<file path="src/rtl/execute_pkg.sv">
// Shared definitions for the execute stage with the multiply/divide unit.
package execute_pkg;

  // Execute control bus field positions
  localparam int EB_MF_HI  = 4;   // MF source: 1 = HI, 0 = LO
  localparam int EB_IMM    = 6;   // operand B = sign-extended immediate
  localparam int EB_SHAMT  = 7;   // operand A = shift amount
  localparam int EB_DST_RD = 8;   // destination = rd
  localparam int EB_DST_31 = 9;   // destination = r31
  localparam int EB_LINK   = 10;  // A = pc, B = 1
  localparam int EB_MD_LSB = 11;
  localparam int EB_MD_MSB = 12;

  // ALU operation encodings (execute_bus[3:0])
  localparam logic [3:0] ALU_ADD  = 4'd0;
  localparam logic [3:0] ALU_SUB  = 4'd1;
  localparam logic [3:0] ALU_AND  = 4'd2;
  localparam logic [3:0] ALU_OR   = 4'd3;
  localparam logic [3:0] ALU_XOR  = 4'd4;
  localparam logic [3:0] ALU_NOR  = 4'd5;
  localparam logic [3:0] ALU_SLT  = 4'd6;
  localparam logic [3:0] ALU_SLTU = 4'd7;
  localparam logic [3:0] ALU_SLL  = 4'd8;
  localparam logic [3:0] ALU_SRL  = 4'd9;
  localparam logic [3:0] ALU_SRA  = 4'd10;
  localparam logic [3:0] ALU_LUI  = 4'd11;

  // Multiply/divide operation field
  typedef enum logic [1:0] {
    MD_NONE  = 2'b00,
    MD_MULTU = 2'b01,
    MD_DIVU  = 2'b10,
    MD_MF    = 2'b11
  } mdop_e;

  // Iterative unit state
  typedef enum logic [1:0] {
    S_IDLE = 2'd0,
    S_MUL  = 2'd1,
    S_DIV  = 2'd2
  } md_state_e;

  // Operand source after forwarding
  typedef enum logic [1:0] {
    FW_REG = 2'd0,
    FW_MEM = 2'd1,
    FW_WB  = 2'd2
  } fw_sel_e;

endpackage

</file>
<file path="src/rtl/execute_muldiv_unit.sv">
// Iterative unsigned multiply (shift-add) / divide (restoring) with HI/LO.
// One iteration per cycle; HI/LO are only written on the final iteration.
module muldiv_unit
  import execute_pkg::*;
#(
  parameter int LEN = 32
) (
  input  logic           clk,
  input  logic           reset,
  input  logic           start,
  input  logic [1:0]     op,
  input  logic [LEN-1:0] a,
  input  logic [LEN-1:0] b,
  output logic           busy,
  output logic [LEN-1:0] hi,
  output logic [LEN-1:0] lo
);

  localparam int CW = $clog2(LEN) + 1;

  md_state_e      state_q, state_d;
  logic [CW-1:0]  cnt_q, cnt_d;
  logic [LEN-1:0] acc_q, acc_d;    // partial product high half / remainder
  logic [LEN-1:0] quo_q, quo_d;    // multiplier being consumed / quotient
  logic [LEN-1:0] m_q, m_d;        // multiplicand / divisor
  logic [LEN-1:0] hi_q, hi_d;
  logic [LEN-1:0] lo_q, lo_d;

  logic [LEN:0]   mul_sum, div_sh, div_diff;
  logic           div_ok;
  logic [LEN-1:0] step_hi, step_lo;

  // One iteration of whichever operation is running
  always_comb begin
    mul_sum  = {1'b0, acc_q} + (quo_q[0] ? {1'b0, m_q} : '0);
    div_sh   = {acc_q, quo_q[LEN-1]};
    div_diff = div_sh - {1'b0, m_q};
    div_ok   = (div_sh >= {1'b0, m_q});
    if (state_q == S_MUL) begin
      step_hi = mul_sum[LEN:1];
      step_lo = {mul_sum[0], quo_q[LEN-1:1]};
    end else begin
      // divisor 0: every step succeeds, giving LO = all ones, HI = A
      step_hi = div_ok ? div_diff[LEN-1:0] : div_sh[LEN-1:0];
      step_lo = {quo_q[LEN-2:0], div_ok};
    end
  end

  // Next-state: latch operands on start, iterate, commit HI/LO on last step
  always_comb begin
    state_d = state_q;
    cnt_d   = cnt_q;
    acc_d   = acc_q;
    quo_d   = quo_q;
    m_d     = m_q;
    hi_d    = hi_q;
    lo_d    = lo_q;
    case (state_q)
      S_IDLE: begin
        if (start) begin
          cnt_d = CW'(LEN);
          acc_d = '0;
          if (op == MD_DIVU) begin
            state_d = S_DIV;
            quo_d   = a;
            m_d     = b;
          end else begin
            state_d = S_MUL;
            quo_d   = b;
            m_d     = a;
          end
        end
      end
      default: begin
        acc_d = step_hi;
        quo_d = step_lo;
        cnt_d = cnt_q - CW'(1);
        if (cnt_q == CW'(1)) begin
          hi_d    = step_hi;
          lo_d    = step_lo;
          state_d = S_IDLE;
        end
      end
    endcase
  end

  // State and datapath registers; reset aborts any operation
  always_ff @(posedge clk or negedge reset) begin
    if (!reset) begin
      state_q <= S_IDLE;
      cnt_q   <= '0;
      acc_q   <= '0;
      quo_q   <= '0;
      m_q     <= '0;
      hi_q    <= '0;
      lo_q    <= '0;
    end else begin
      state_q <= state_d;
      cnt_q   <= cnt_d;
      acc_q   <= acc_d;
      quo_q   <= quo_d;
      m_q     <= m_d;
      hi_q    <= hi_d;
      lo_q    <= lo_d;
    end
  end

  assign busy = (state_q != S_IDLE);
  assign hi   = hi_q;
  assign lo   = lo_q;

endmodule

</file>
<file path="src/rtl/execute_muldiv.sv">
// MIPS execute stage: forwarding, ALU, iterative MULTU/DIVU with HI/LO,
// stall request and flush, registered into EX/MEM.
module execute_muldiv
  import execute_pkg::*;
#(
  parameter int len          = 32,
  parameter int NB           = $clog2(len),
  parameter int len_exec_bus = 13,
  parameter int len_mem_bus  = 9,
  parameter int len_wb_bus   = 2
) (
  input  logic                    clk,
  input  logic                    reset,
  input  logic [len-1:0]          in_pc_branch,
  input  logic [len-1:0]          in_reg1,
  input  logic [len-1:0]          in_reg2,
  input  logic [len-1:0]          in_sign_extend,
  input  logic [NB-1:0]           in_rs,
  input  logic [NB-1:0]           in_rt,
  input  logic [NB-1:0]           in_rd,
  input  logic [NB-1:0]           in_shamt,
  input  logic [len_exec_bus-1:0] execute_bus,
  input  logic [len_mem_bus-1:0]  memory_bus,
  input  logic [len_wb_bus-1:0]   writeBack_bus,
  input  logic                    register_write_3_4,
  input  logic                    register_write_4_5,
  input  logic [NB-1:0]           rd_3_4,
  input  logic [NB-1:0]           rd_4_5,
  input  logic [len-1:0]          in_mem_forw,
  input  logic [len-1:0]          in_wb_forw,
  input  logic                    flush,
  output logic                    stall_out,
  output logic [len-1:0]          out_pc_branch,
  output logic [len-1:0]          out_alu,
  output logic [len-1:0]          out_reg2,
  output logic [NB-1:0]           out_write_reg,
  output logic                    zero_flag,
  output logic [len_mem_bus-1:0]  memory_bus_out,
  output logic [len_wb_bus-1:0]   writeBack_bus_out
);

  fw_sel_e        sel_a, sel_b;
  logic [len-1:0] fwd_a, fwd_b, op_a, op_b, alu_res, result;
  logic [NB-1:0]  dest;
  logic [1:0]     mdop;
  logic           md_busy, md_start, bubble;
  logic [len-1:0] md_hi, md_lo;
  logic           unused_bits;

  logic [len-1:0]         pcb_q, pcb_d, alu_q, alu_d, reg2_q, reg2_d;
  logic [NB-1:0]          wreg_q, wreg_d;
  logic                   zero_q, zero_d;
  logic [len_mem_bus-1:0] mem_q, mem_d;
  logic [len_wb_bus-1:0]  wb_q, wb_d;

  assign mdop        = execute_bus[EB_MD_MSB:EB_MD_LSB];
  assign unused_bits = execute_bus[5];

  // Forwarding select: EX/MEM wins over MEM/WB, r0 is never forwarded
  always_comb begin
    sel_a = FW_REG;
    sel_b = FW_REG;
    if (register_write_3_4 && rd_3_4 != '0 && rd_3_4 == in_rs)      sel_a = FW_MEM;
    else if (register_write_4_5 && rd_4_5 != '0 && rd_4_5 == in_rs) sel_a = FW_WB;
    if (register_write_3_4 && rd_3_4 != '0 && rd_3_4 == in_rt)      sel_b = FW_MEM;
    else if (register_write_4_5 && rd_4_5 != '0 && rd_4_5 == in_rt) sel_b = FW_WB;
  end

  // Forwarding muxes and ALU operand selection
  always_comb begin
    case (sel_a)
      FW_MEM:  fwd_a = in_mem_forw;
      FW_WB:   fwd_a = in_wb_forw;
      default: fwd_a = in_reg1;
    endcase
    case (sel_b)
      FW_MEM:  fwd_b = in_mem_forw;
      FW_WB:   fwd_b = in_wb_forw;
      default: fwd_b = in_reg2;
    endcase
    if (execute_bus[EB_LINK])       op_a = in_pc_branch;
    else if (execute_bus[EB_SHAMT]) op_a = {{(len-NB){1'b0}}, in_shamt};
    else                            op_a = fwd_a;
    if (execute_bus[EB_LINK])       op_b = len'(1);
    else if (execute_bus[EB_IMM])   op_b = in_sign_extend;
    else                            op_b = fwd_b;
  end

  // ALU; shifts move operand B by the low bits of operand A
  always_comb begin
    case (execute_bus[3:0])
      ALU_SUB:  alu_res = op_a - op_b;
      ALU_AND:  alu_res = op_a & op_b;
      ALU_OR:   alu_res = op_a | op_b;
      ALU_XOR:  alu_res = op_a ^ op_b;
      ALU_NOR:  alu_res = ~(op_a | op_b);
      ALU_SLT:  alu_res = {{(len-1){1'b0}}, ($signed(op_a) < $signed(op_b))};
      ALU_SLTU: alu_res = {{(len-1){1'b0}}, (op_a < op_b)};
      ALU_SLL:  alu_res = op_b << op_a[NB-1:0];
      ALU_SRL:  alu_res = op_b >> op_a[NB-1:0];
      ALU_SRA:  alu_res = $signed(op_b) >>> op_a[NB-1:0];
      ALU_LUI:  alu_res = {op_b[len/2-1:0], {(len/2){1'b0}}};
      default:  alu_res = op_a + op_b;
    endcase
  end

  // Stall any mul/div-class op while the unit is busy; start only from idle
  assign stall_out = md_busy && (mdop != MD_NONE);
  assign md_start  = (mdop == MD_MULTU || mdop == MD_DIVU) && !md_busy && !flush;
  assign bubble    = stall_out || flush;

  muldiv_unit #(.LEN(len)) u_muldiv (
    .clk   (clk),
    .reset (reset),
    .start (md_start),
    .op    (mdop),
    .a     (fwd_a),
    .b     (fwd_b),
    .busy  (md_busy),
    .hi    (md_hi),
    .lo    (md_lo)
  );

  // EX/MEM next values; a bubble clears destination and control buses
  always_comb begin
    result = (mdop == MD_MF) ? (execute_bus[EB_MF_HI] ? md_hi : md_lo) : alu_res;
    if (execute_bus[EB_DST_31])      dest = NB'(31);
    else if (execute_bus[EB_DST_RD]) dest = in_rd;
    else                             dest = in_rt;
    pcb_d  = in_pc_branch + in_sign_extend;
    alu_d  = result;
    zero_d = (result == '0);
    reg2_d = fwd_b;
    wreg_d = bubble ? '0 : dest;
    mem_d  = bubble ? '0 : memory_bus;
    wb_d   = bubble ? '0 : writeBack_bus;
  end

  // EX/MEM pipeline register
  always_ff @(posedge clk or negedge reset) begin
    if (!reset) begin
      pcb_q  <= '0;
      alu_q  <= '0;
      zero_q <= 1'b0;
      reg2_q <= '0;
      wreg_q <= '0;
      mem_q  <= '0;
      wb_q   <= '0;
    end else begin
      pcb_q  <= pcb_d;
      alu_q  <= alu_d;
      zero_q <= zero_d;
      reg2_q <= reg2_d;
      wreg_q <= wreg_d;
      mem_q  <= mem_d;
      wb_q   <= wb_d;
    end
  end

  assign out_pc_branch     = pcb_q;
  assign out_alu           = alu_q;
  assign zero_flag         = zero_q;
  assign out_reg2          = reg2_q;
  assign out_write_reg     = wreg_q;
  assign memory_bus_out    = mem_q;
  assign writeBack_bus_out = wb_q;

endmodule

</file>
<file path="config.mk">
export PLATFORM = sky130hd
export DESIGN_NAME = execute_muldiv
export DESIGN_NICKNAME = d
export VERILOG_FILES = /design/src/rtl/execute_pkg.sv /design/src/rtl/execute_muldiv_unit.sv /design/src/rtl/execute_muldiv.sv
export SDC_FILE = /design/constraint.sdc
export NUM_CORES = 1
export LEC_CHECK = 0
export ABC_AREA = 1
export BUFFER_PORTS_ARGS = -buffer_cell sky130_fd_sc_hd__buf_4
export CORE_MARGIN = 8
export CORE_UTILIZATION = 55
export DETAILED_ROUTE_END_ITERATION = 10
export PLACE_DENSITY = 0.76
export SLEW_MARGIN = 0
export SYNTH_ARGS = -nofsm -noshare
export SYNTH_HDL_FRONTEND = slang
export SYNTH_SLANG_ARGS = --single-unit
</file>
<file path="constraint.sdc">
create_clock -name clk -period 3.4 [get_ports clk]
set_clock_uncertainty 0.1 [all_clocks]
set_input_delay 0 -clock clk [delete_from_list [all_inputs] [get_ports clk]]
set_output_delay 0 -clock clk [all_outputs]
set_load 0.01 [all_outputs]
</file>
==> reports/results.ini, run 1 <==
[die]
die-height_um=244
io_pins=365
die_w_um=244
rows=83
start_util_pct=55.6

[yosys]
synth_edf_count=0
synthFlopType=dfrtp_1
syn_inst=4552
synth-seq-area-share_pct=24.6
syn_area_per_cell_um2=6.28
syn_area_mm2=0.0286
async_flop_share_pct=100
synthesis.nets=5008
synth.distinct_cells=62
synth.ff_latch_count=281
yosys_warnings=0

[place]
hpwl_mm=123
gp_congestion=1.18
port_buffers=363

[grt]
grt_start_max_net_pins=82
globalRouteOverflowTotal=273
grtUsageTotal_pct=79.8

[cts]
cts.path.max_buffers=3
clockRootBuffer=clkbuf_16
ctsHtreeMaxLevel=2
numCtsBuffers=34
cts_num_sinks=281

[outcome]
lastStage=global routing
outcome=stopped before the end
error=[ERROR GRT-0232] Routing congestion too high. Check the congestion heatmap in the GUI.

[timing]
postGrtWorstEndpoint=zero_flag$_DFF_PN0_/D
worst_endpoint_kind=register input

per-layer routing:
layer | global-route usage, % | overflow
met5 | 45.8 | 5
met4 | 76.5 | 100
met3 | 71.8 | 23
met2 | 91.7 | 129
met1 | 79.2 | 16
stage by stage:
step,TNS (ps),std cells,area [um^2],setup WS [ps]
floorplan,-681,4552,29000,-371
detailed placement,-46570,6181,37700,-1270
CTS,-6340,6511,42900,-344
global placement,-37830,6181,37700,-1240
synthesized netlist by cell type (16+ instances only):
cell	count	area (um^2)
nor2_1	334	1250
nand3_1	524	2620
nand2_1	1125	4220
nand4_1	27	169
buf_2	45	225
o22ai_1	25	156
a21oi_1	374	1870
o21ai_0	378	1890
xnor2_1	28	245
a22oi_1	35	263
a31oi_1	30	188
clkbuf_1	135	507
inv_1	595	2230
o211ai_1	35	263
buf_1	16	60.1
o21ai_1	31	155
ha_1	200	2500
xor2_1	55	482
nand3b_1	21	158
a21boi_0	34	255
dfrtp_1	281	7030
a221oi_1	27	236
kinds of logic after synthesis:
logic type / share of synthesized area (%)
flops: 24.6
simple gates: 31.2
buf+inv: 11.7
fa+ha+maj: 9.10
compound gates: 20.8
xor+xnor: 2.54
mux: 0.0394
repair_timing:
action	4_1_cts
setup endpoints to repair	89
cloned	3
endpoints found under the hold margin	359
buffers inserted	106
hold buffers	170
pin swaps	144
gates resized for setup	409
==> run 2: changes to the inputs <==
- CORE_UTILIZATION: 55 -> 40
- PLACE_DENSITY: 0.76 -> default
- PLACE_DENSITY_LB_ADDON: default -> 0.15
- clock period: 3.4 -> 4.4 ns (I/O delays scaled with it)
==> run 2 against run 1 <==
  * The run now ends clean
  * Synthesized cell count unchanged
  * Area after synthesis unchanged
==> reports/results.ini, run 2 <==
[yosys]
synth.distinct_cells=62  ; unchanged
synth-seq-area-share_pct=24.6  ; unchanged
syn_area_mm2=0.0286  ; unchanged
synth_common_cells=1,125 x nand2_1, 595 x inv_1, 524 x nand3_1
synth_top_area_cell=dfrtp_1
yosys-top-cells-area=dfrtp_1 25%, nand2_1 15%, nand3_1 9.2%
synthesis.nets=5008  ; unchanged
yosys_warnings=0  ; unchanged
syn_inst=4552  ; unchanged
syn_area_per_cell_um2=6.28  ; unchanged
synth.ff_latch_count=281  ; unchanged
yosysTopAreaCellShare_pct=24.6  ; unchanged
async_flop_share_pct=100  ; unchanged
synth.most_common_cell=nand2_1
synthFlopType=dfrtp_1
synth_edf_count=0  ; unchanged

[worst_setup_path]
cp.required_ps=4810
r2r_cells=20
max_stage_delay_ps=420
critPathMostFrequentCell=nand2_1
critPathMaxFanout=7
cp-end-kind=flip-flop
path_class=input pin to flip-flop
crit_slowest_cell=a221oi_1
critPathArrivalTime_ps=4600
cp-start-kind=input pin

[timing]
maxSlewViolCount=0
tightest_slew_ps=1340
fin_crit_ps=4190
fmax_mhz=239
hold_viol=0
whs_ps=29.0
setup_ws_ps=211
setup_viol=0
finalCritPeriodShare_pct=95.2
slew_headroom_pct=10.1
rsz0062_at_grt=true

[finish]
mostFrequentLayoutCell=nand2_1
nets=5937
area_delta_synth_final_pct=37.0
final_cell_mix=1,117 x nand2_1, 930 x buf_4, 592 x inv_1
layout-drive-gt1-share_pct=20.3
fin_area_mm2=0.0392

[pwr]
p_sw_uw=9660
comb_power_share_pct=62.6
power_density_mw_per_mm2=497
power_leakage_uw=0.0209
intPower_uw=9800
p_seq_share_pct=21.0
switching_share_pct=49.7
clkPwrFrac_pct=16.4
ir_drop_mv=0.555

[drt]
routed_wl_mm=156
wire_per_inst_um=24.1
drt_iter0_drc=4199
drc_errors=0
first_pass_iters=6
vias_per_cell=5.62
ant_nets=0
via_count=36328

[min_path]
min_path_type=input pin to flip-flop
hold_depth=5

[cts]
cts.path.max_buffers=3  ; unchanged
insertion_delay_ps=580
cts_num_sinks=281  ; unchanged
ctsHtreeMaxLevel=2  ; unchanged
cts_tree=yes
path_clk_slew_ps=60
clockRootBuffer=clkbuf_16
numCtsBuffers=36  ; +5.9%

[die]
start_util_pct=40.2  ; -15 points
io_pins=365  ; unchanged
die-height_um=283  ; +16%
fp.dieArea_mm2=0.0803
rows=98  ; +18%
die_w_um=283  ; +16%
core-area_mm2=0.0711

[grt]
globalRouteOverflowTotal=0
met3_usage_pct=8.76
grt.busiest_layer=met2
use_met2_pct=56.7
grt_pass1_vias=34994
grt_first_pass_wirelength_mm=227
grtUsageTotal_pct=37.0
use_met1_pct=47.1
antenna_found_initial=10
grt_start_max_net_pins=103

[place]
port_buffers=363  ; unchanged
gp_congestion=1.07  ; -9.6%
hpwl_mm=127  ; +3.2%
place_ws_ps=-697  ; +571 ps
dpl_cell_area_mm2=0.0359  ; -4.9%

[flow_run]
maxCapViolCount=0

[outcome]
outcome=completed

run 2: stage by stage:
| stage | total power [uW] | instances | setup TNS (ps) | util (%) |
|---|---|---|---|---|
| after detailed placement | 15700 | 6212 | -3440 | 50.4 |
| after global routing | 20800 | 6464 | -57.9 | 55.1 |
| after global placement | 15600 | 6212 | -2330 | 50.4 |
| final | 19500 | 6465 | 0 | 55.1 |
| after floorplan | 11100 | 4552 | 0 | - |
| after CTS | 19100 | 6450 | 0 | 54.6 |
run 2: worst paths after layout:
check | start | endpoint | slack [ps]
setup / recovery | in_rs[0] | zero_flag | 210
hold / removal | in_mem_forw[2] | u_muldiv.m_q[2] | 30
setup reg to reg | u_muldiv.m_q[1] | u_muldiv.hi[27] | 330
hold reg to reg | u_muldiv.lo[3] | u_muldiv.lo[3] | 370
max in group asynchronous | reset | u_muldiv.cnt_q[5] | 2350
min in group asynchronous | reset | u_muldiv.acc_q[2] | 490
run 2: per-layer routing:
metal / vias up / share of wire, % / wire length, um
met5: - / 0.027 / 42
met4: 6 / 7.0 / 10900
met3: 417 / 10 / 15600
met2: 1925 / 43 / 66900
met1: 17034 / 40 / 62400
li1: 16946 / - / -
run 2: final cells by class:
cell class | count | area [um^2]
multi-input combinational | 3437 | 18500
sequential | 281 | 7030
tap | 950 | 1190
clock buffer | 45 | 995
inverter | 612 | 2300
fill | 7224 | 31900
antenna | 7 | 17.5
timing repair buffer | 1113 | 8880
clock inverter | 20 | 251
run 2: power groups by stage:
stage	Clock, uW	Combinational (uW)	Sequential (uW)
finish	3180	12200	4090
global route	3320	13300	4180
CTS	3230	11800	4070
detailed placement	0	11600	4110
global placement	0	11500	4090
floorplan	0	7080	4000
run 2: cell families after synthesis:
| family | after synthesis | share of synthesized area [%] |
|---|---|---|
| and+or+nand+nor | 2096 | 31.2 |
| AOI/OAI and AO/OA | 1052 | 20.8 |
| muxes | 1 | 0.0394 |
| buffers and inverters | 834 | 11.7 |
| DFF | 281 | 24.6 |
| xor gates and xnor gates | 83 | 2.54 |
| adders and majority gates | 205 | 9.10 |
run 2: timing repair:
action,CTS,global route
endpoints found under the setup margin,1,15
endpoints found under the hold margin,173,0
hold buffers,173,0
buffers inserted,0,7
cloned,0,1
resized for setup,1,73
pin swaps,0,8
run 2: critical path, delay by kind of cell:
kind | cells | cell delay (ps)
AO/OA/AOI/OAI | 4 | 640
adder cells (fa/ha/maj) | 1 | 280
buffers and inverters | 11 | 1350
AND/OR/NAND/NOR | 21 | 2300
No activity file was read; power rests on OpenSTA's default activity.
